<file path="src/rtl/countdown_timer.sv">
// Saper game countdown timer: loads a preset number of seconds, counts down once per
// second while running, and reports the remaining time in binary and BCD plus an expiry pulse.
module countdown_timer #(
    parameter int TICKS_PER_SEC = 65_000_000,
    parameter int DATA_SIZE     = 10
) (
    input  logic                 clk,
    input  logic                 rst,
    input  logic                 load,
    input  logic [DATA_SIZE-1:0] preset,
    input  logic                 start,
    input  logic                 pause,
    output logic [DATA_SIZE-1:0] time_left,
    output logic [11:0]          bcd,
    output logic                 running,
    output logic                 expired,
    output logic                 zero,
    output logic [1:0]           state_dbg
);

    localparam int PW = (TICKS_PER_SEC > 1) ? $clog2(TICKS_PER_SEC) : 1;
    localparam logic [PW-1:0]        PRESC_LAST = PW'(TICKS_PER_SEC - 1);
    localparam logic [DATA_SIZE-1:0] MAX_TIME   = DATA_SIZE'(999);

    typedef enum logic [1:0] {
        IDLE    = 2'd0,
        RUN     = 2'd1,
        PAUSED  = 2'd2,
        EXPIRED = 2'd3
    } state_t;

    state_t               state_q, state_d;
    logic [PW-1:0]        presc_q, presc_d;
    logic [DATA_SIZE-1:0] time_q, time_d;
    logic [11:0]          bcd_q, bcd_d;
    logic                 running_q;
    logic                 expired_q, expired_d;
    logic                 load_hist_q, start_hist_q, pause_hist_q;

    logic load_edge, start_edge, pause_edge;

    assign load_edge  = load  & ~load_hist_q;
    assign start_edge = start & ~start_hist_q;
    assign pause_edge = pause & ~pause_hist_q;

    always_comb begin
        state_d   = state_q;
        presc_d   = presc_q;
        time_d    = time_q;
        expired_d = 1'b0;

        // load overrides everything; pause beats start when both rise together
        if (load_edge) begin
            time_d  = (preset > MAX_TIME) ? MAX_TIME : preset;
            presc_d = '0;
            state_d = IDLE;
        end else begin
            case (state_q)
                IDLE: begin
                    if (start_edge && !pause_edge && (time_q != '0)) begin
                        state_d = RUN;
                    end
                end
                RUN: begin
                    if (pause_edge) begin
                        state_d = PAUSED;
                    end else if (presc_q == PRESC_LAST) begin
                        presc_d = '0;
                        if (time_q != '0) begin
                            time_d = time_q - DATA_SIZE'(1);
                        end
                        if (time_q == DATA_SIZE'(1)) begin
                            expired_d = 1'b1;
                            state_d   = EXPIRED;
                        end
                    end else begin
                        presc_d = presc_q + PW'(1);
                    end
                end
                PAUSED: begin
                    if (start_edge && !pause_edge) begin
                        state_d = RUN;
                    end
                end
                EXPIRED: begin
                    state_d = EXPIRED;
                end
                default: begin
                    state_d = IDLE;
                end
            endcase
        end
    end

    // Double-dabble over the current time; the result is registered one cycle later.
    logic [DATA_SIZE+11:0] dd;
    always_comb begin
        dd                  = '0;
        dd[DATA_SIZE-1:0]   = time_q;
        for (int i = 0; i < DATA_SIZE; i++) begin
            for (int d = 0; d < 3; d++) begin
                if (dd[DATA_SIZE + 4*d +: 4] >= 4'd5) begin
                    dd[DATA_SIZE + 4*d +: 4] = dd[DATA_SIZE + 4*d +: 4] + 4'd3;
                end
            end
            dd = dd << 1;
        end
        bcd_d = dd[DATA_SIZE+11:DATA_SIZE];
    end

    always_ff @(posedge clk) begin
        if (rst) begin
            state_q      <= IDLE;
            presc_q      <= '0;
            time_q       <= '0;
            bcd_q        <= '0;
            running_q    <= 1'b0;
            expired_q    <= 1'b0;
            load_hist_q  <= 1'b0;
            start_hist_q <= 1'b0;
            pause_hist_q <= 1'b0;
        end else begin
            state_q      <= state_d;
            presc_q      <= presc_d;
            time_q       <= time_d;
            bcd_q        <= bcd_d;
            running_q    <= (state_d == RUN);
            expired_q    <= expired_d;
            load_hist_q  <= load;
            start_hist_q <= start;
            pause_hist_q <= pause;
        end
    end

    assign time_left = time_q;
    assign bcd       = bcd_q;
    assign running   = running_q;
    assign expired   = expired_q;
    assign zero      = (time_q == '0);
    assign state_dbg = state_q;

endmodule

</file>
<file path="config.mk">
export PLATFORM = sky130hd
export DESIGN_NAME = countdown_timer
export DESIGN_NICKNAME = d
export VERILOG_FILES = /design/src/rtl/countdown_timer.sv
export SDC_FILE = /design/constraint.sdc
export NUM_CORES = 1
export LEC_CHECK = 0
export ABC_AREA = 0
export BUFFER_PORTS_ARGS = -buffer_cell sky130_fd_sc_hd__buf_2
export CORE_MARGIN = 4
export CORE_UTILIZATION = 30
export DETAILED_ROUTE_END_ITERATION = 10
export SETUP_SLACK_MARGIN = 0.02
export SYNTH_ARGS = -nofsm -noshare
export SYNTH_HDL_FRONTEND = slang
export SYNTH_SLANG_ARGS = --single-unit
</file>
<file path="constraint.sdc">
create_clock -name clk -period 6.9 [get_ports clk]
set_clock_uncertainty 0.05 [all_clocks]
set_input_delay 1.38 -clock clk [delete_from_list [all_inputs] [get_ports clk]]
set_output_delay 1.38 -clock clk [all_outputs]
set_load 0.02 [all_outputs]
</file>
==> impl_metrics.json, run 1 <==
{
  "slew_headroom_pct": 40.4,
  "area_delta_synth_final_pct": 14.4,
  "tritoncts": "yes",
  "layout.nets": 581,
  "holdBufCountCts": 0,
  "layout_common_cells": "67 x nor2_1, 54 x dfxtp_1, 41 x buf_2, 40 x nand2_1, 25 x inv_1",
  "hold_viol_final": 0,
  "path_buf_inv": 3,
  "row_count": 42,
  "fmax_ghz": 0.158,
  "drc": 0,
  "yosysSeqAreaShare_pct": 27.2,
  "cts_root_buf": "clkbuf_16",
  "grt_max_degree": 27,
  "hold_path.class": "reg -> reg",
  "design_area_sq_mm": 0.00464,
  "insertion_delay_ns": 0.30,
  "multi_input_area_sq_mm": 0.00278,
  "h-tree-depth": 2,
  "clk_pin_slew_ns": 0.08,
  "finalCritPeriodShare_pct": 92.0,
  "p_leak_uw": 0.00178,
  "syn_inst": 516,
  "drive_gt1_share_pct": 16.4,
  "path_delay_family": "compound AO/OA/AOI/OAI gates",
  "wl_per_cell_um": 14.6,
  "cp_common_cell": "ha_1",
  "synth_top_area_cell": "dfxtp_1",
  "synth_edf_count": 0,
  "ys_types": 81,
  "grt-ovfl-total": 0,
  "power_density_mw_per_mm2": 285,
  "grt_usage_pct": 13.7,
  "synth_top_area_share_pct": 27.2,
  "io_buffers": 41,
  "cts_buffers": 5,
  "grt_pass1_vias": 3810,
  "synth_ff_type": "dfxtp_1",
  "min_period_ns": 6.35,
  "end_kind": "flop",
  "drt_iter0_markers": 243,
  "ys_seq_elements": 55,
  "syn_area_sq_mm": 0.00405,
  "clk_path_buf_depth": 2,
  "yosysWarnings": 0,
  "vias": 3920,
  "core_area_sq_mm": 0.0132,
  "cts.sinks": 55,
  "die_width_um": 124,
  "async_flop_share_pct": 0,
  "finalMaxSlewViolations": 0,
  "worstPathMaxFanout": 8,
  "irDropWorstVdd_uv": 147,
  "die_y_um": 124,
  "hpwl_mm": 7.86,
  "antenna_cells": 0,
  "slowest_stage": "a2111oi_4",
  "vias_per_cell": 5.40,
  "worst-setup-path-type": "reg -> reg",
  "max_cap_viol_count": 0,
  "antenna_found_initial": 0,
  "worst-slew-pin-transition_ns": 0.892,
  "holdWs_ns": 0.456,
  "place_congestion": 0.865,
  "setup_ws_ns": 0.551,
  "startpoint_type": "flop",
  "finalSetupTns_ns": 0,
  "drt_wl_total_mm": 10.6,
  "fillCellCount": 1402,
  "synth.top_cells.by_area": "dfxtp_1 27%, nor2_1 6.2%, ha_1 5.3%, xnor2_1 3.9%, nand2_1 3.7%",
  "detail_route.first_pass.iterations": 5,
  "ant_nets": 0,
  "setup_violations": 0,
  "outcome": "finished clean",
  "slowest_delay_ns": 0.43,
  "start_util_pct": 30.6,
  "syn_area_per_cell_sq_um": 7.85,
  "worst_ep_required_time_ns": 7.07,
  "placed_cell_area_sq_mm": 0.00442,
  "die_area_sq_mm": 0.0154,
  "ios": 42,
  "post-route-util_pct": 35.0,
  "dpl_worst_slack_ns": -0.111,
  "regArea_sq_mm": 0.00110,
  "final_common_cell": "nor2_1",
  "grt_pass1_wl_mm": 18.1,
  "synth_nets": 548,
  "arrival_ns": 6.51,
  "reg2reg_slack_ns": 0.55
}
## power breakdown
part / switching [uW] / internal, uW
Clock: 137 / 139
Combinational: 404 / 279
Sequential: 20.1 / 343
## tightest hold or removal path, cell delays in order (launching register included)
cell and delay, ns:
dfxtp_1 0.33, o21ai_0 0.08, a21oi_1 0.06
## sequential cells by signal, indices dropped and copies added, names as in the netlist
name / flops
bcd: 12
expired: 1
load_hist_q: 1
pause_hist_q: 1
presc_q: 26
running: 1
start_hist_q: 1
state_dbg: 2
time_left: 10
## kinds of logic (layout without fill, tap and decap cells)
kind of cell	Yosys count	in the layout	synth area share [%]
mux	8	8	2.72
buf+inv	52	86	5.22
xor+xnor	34	34	7.72
simple gates	203	203	25.0
compound gates	147	147	26.9
fa+ha+maj	17	17	5.25
flops	55	55	27.2
## worst paths after layout
path / startpoint / endpoint / cells past startpoint
worst min register to register: presc_q[19] / presc_q[19] / 2
worst max register to register: time_left[7] / bcd[10] / 31
worst max-delay path: time_left[7] / bcd[10] / 31
worst min-delay path: presc_q[19] / presc_q[19] / 2
## layer usage
layer / GRT usage (%) / routed length [um]
met1: 17.6 / 4880
met5: 0 / 0
met4: 3.55 / 142
met3: 2.15 / 357
met2: 23.8 / 5240
## repair_timing
item / in CTS / in global routing
pin swaps: 1 / 2
setup buffers: 1 / 2
setup endpoints to repair: 3 / 7
resized for setup: 0 / 8
## synthesized netlist by cell type (3+ instances only)
library cell and count:
o2111ai_1 3, nand2b_1 6, o21ai_0 24, nand2_1 40, o211ai_1 10, nand4_1 12, ha_1 17, a311oi_1 3
xor2_1 14, and4_1 3, o31a_1 3, buf_2 4, clkbuf_1 18, nor4_1 6, a21oi_1 23, nor3_1 11
nor2b_1 8, a31oi_1 6, and3_1 4, and2_1 5, nand3_1 19, inv_1 25, o21ai_1 4, nor3b_1 3
mux2i_1 4, nor2_1 67, a221oi_1 4, o221a_2 3, a21o_1 8, or3_1 6, a22oi_1 5, inv_2 3
xnor2_1 18, dfxtp_1 55, a211oi_1 17
## cell type report
type	count	share of cell area, %
Multi-Input combinational cell	409	60.0
Sequential cell	55	23.8
Timing Repair Buffer	50	5.88
Tap cell	176	4.75
Clock buffer	5	2.70
Inverter	28	2.27
Clock inverter	3	0.594
## stage by stage
| step | power (uW) | cells |
|---|---|---|
| after floorplan | 893 | 516 |
| after global placement | 1010 | 715 |
| after detailed placement | 1020 | 715 |
| after CTS | 1310 | 724 |
| after global routing | 1430 | 726 |
| final | 1320 | 726 |
Power figures use the tool's default switching activity.
==> run 2: changes to the inputs <==
==> constraint.sdc (replaced) <==
create_clock -name clk -period 6.71 [get_ports clk]
set_clock_uncertainty 0.05 [all_clocks]
set_input_delay 1.342 -clock clk [delete_from_list [all_inputs] [get_ports clk]]
set_output_delay 1.342 -clock clk [all_outputs]
set_load 0.01 [all_outputs]
==> run 2 against run 1 <==
Worst setup slack got worse by 0.12 ns. Clock power down 3%. Maximum frequency rose by 1.1%. Hold slack improved by 0.00095 ns. Register-to-register slack got worse by 0.12 ns. Count of clock-buffer cells in the layout did not move. Largest power group unchanged.
==> impl_metrics.json, run 2 (synthesized netlist as in run 1, its figures left out) <==
{
  "die_y_um": 124,
  "cts_root_buf": "clkbuf_16",
  "insertion_delay_ns": 0.30,
  "vias_per_cell": 5.39,
  "antenna_found_initial": 0,
  "grt-ovfl-total": 0,
  "area_delta_synth_final_pct": 15.3,
  "slew_headroom_pct": 39.1,
  "critPathLaunch": "time_left[7]",
  "p_leak_uw": 0.00179,
  "reg2reg_slack_ns": 0.43,
  "drt_iter0_markers": 308,
  "top_register": "presc_q",
  "largest_register_ffs": 26,
  "worstSetupEndpoint": "bcd[6]",
  "vias": 3918,
  "power_density_mw_per_mm2": 291,
  "grt_pass1_vias": 3644,
  "hold_path.class": "reg -> reg",
  "worst-path-stages": 30,
  "worst-setup-path-type": "reg -> reg",
  "grt_max_degree": 27,
  "slowest_stage": "dfxtp_2",
  "total_power_uw": 1360,
  "core_area_sq_mm": 0.0132,
  "reg2reg_from": "time_left[7]",
  "drc": 0,
  "drt_wl_total_mm": 10.8,
  "io_buffers": 41,
  "clk_path_buf_depth": 2,
  "outcome": "finished clean",
  "slowest_delay_ns": 0.41,
  "post-route-util_pct": 35.3,
  "cts.sinks": 55,
  "regArea_sq_mm": 0.00110,
  "row_count": 42,
  "tritoncts": "yes",
  "finalCritPeriodShare_pct": 93.6,
  "fin_cells": 727,
  "place_congestion": 0.911,
  "fillCellCount": 1403,
  "grt_usage_pct": 13.5,
  "layout_common_cells": "67 x nor2_1, 54 x dfxtp_1, 41 x buf_2, 40 x nand2_1, 25 x inv_1",
  "place_inst": 716,
  "min_period_ns": 6.28,
  "max_cap_viol_count": 0,
  "clk_pin_slew_ns": 0.08,
  "path_delay_family": "compound AO/OA/AOI/OAI gates",
  "antenna_cells": 0,
  "end_kind": "flop",
  "path_buf_inv": 3,
  "grt_pass1_wl_mm": 18.0,
  "r2r_cells": 30,
  "die_area_sq_mm": 0.0154,
  "final_common_cell": "nor2_1",
  "holdBufCountCts": 0,
  "multi_input_area_sq_mm": 0.00281,
  "cp_common_cell": "ha_1",
  "worstPathMaxFanout": 7,
  "fmax_ghz": 0.159,
  "detail_route.first_pass.iterations": 7,
  "holdWs_ns": 0.457,
  "ant_nets": 0,
  "hold_viol_final": 0,
  "layout.nets": 582,
  "cts_buffers": 5,
  "irDropWorstVdd_uv": 107,
  "setup_violations": 0,
  "wl_per_cell_um": 14.8,
  "finalMaxSlewViolations": 0,
  "design_area_sq_mm": 0.00467,
  "arrival_ns": 6.41,
  "startpoint_type": "flop",
  "placed_cell_area_sq_mm": 0.00444,
  "worst_ep_required_time_ns": 6.84,
  "drive_gt1_share_pct": 16.7,
  "start_util_pct": 30.6,
  "worstReg2RegEnd": "bcd[6]",
  "hpwl_mm": 7.95,
  "worst-slew-pin-transition_ns": 0.912,
  "ios": 42,
  "h-tree-depth": 2,
  "die_width_um": 124
}
## run 2: changes by cell type in the layout (fill, tap and decap cells not counted), sizes merged
cell / change
buf: +1
## run 2: stage by stage
stage,TNS (ns),worst slack [ns]
3_3_place_gp,0,0.434
5_1_grt,-0.0217,-0.0217
4_1_cts,0,0.0561
3_5_place_dp,0,0.0872
6_report,0,0.429
2_1_floorplan,0,0.0345
## run 2: routing by layer
metal | up-vias | part of all wire [%] | track usage, %
met5 | - | 0 | 0
met4 | 0 | 0.94 | 3.03
met3 | 8 | 5.1 | 2.84
met2 | 105 | 46 | 21.5
met1 | 1841 | 48 | 18.8
li1 | 1964 | - | -
## run 2: cell type report
cell class	instances	area share, %
multi-input cells	409	60.2
clock inverters	3	0.589
inverters	28	2.25
clock buffers	5	2.68
repair buffers	51	6.00
well taps	176	4.71
flip-flops and latches	55	23.6
## run 2: repair_timing
item / 4_1_cts / 5_1_grt
pin swaps: 0 / 2
gates resized for setup: 2 / 8
buffers inserted: 0 / 3
hold endpoints to repair: 0 / 0
setup endpoints to repair: 2 / 7
## run 2: how the worst min path moves through the flow
stage	startpoint	end	slack, ns	cells after the start
detailed placement	presc_q[23]	presc_q[23]	0.45	2
global route	presc_q[23]	presc_q[23]	0.50	2
CTS	presc_q[23]	presc_q[23]	0.46	2
global placement	presc_q[23]	presc_q[23]	0.43	2
floorplan	presc_q[20]	presc_q[20]	0.42	2
finish	presc_q[23]	presc_q[23]	0.46	2
## run 2: where the power goes
part           total, uW  internal, uW  switching [uW]
clock                268           142             126
combinational        721           300             420
sequential           373           353            19.6
## run 2: worst reg2reg max path: cells and delay by family (launching register included)
family | cells | cell delay, ns
AOI/OAI and AO/OA | 12 | 2.55
adders and majority gates | 6 | 1.39
and+or+nand+nor | 7 | 1.08
xor gates and xnor gates | 2 | 0.41
DFF | 1 | 0.41
buffers and inverters | 3 | 0.28
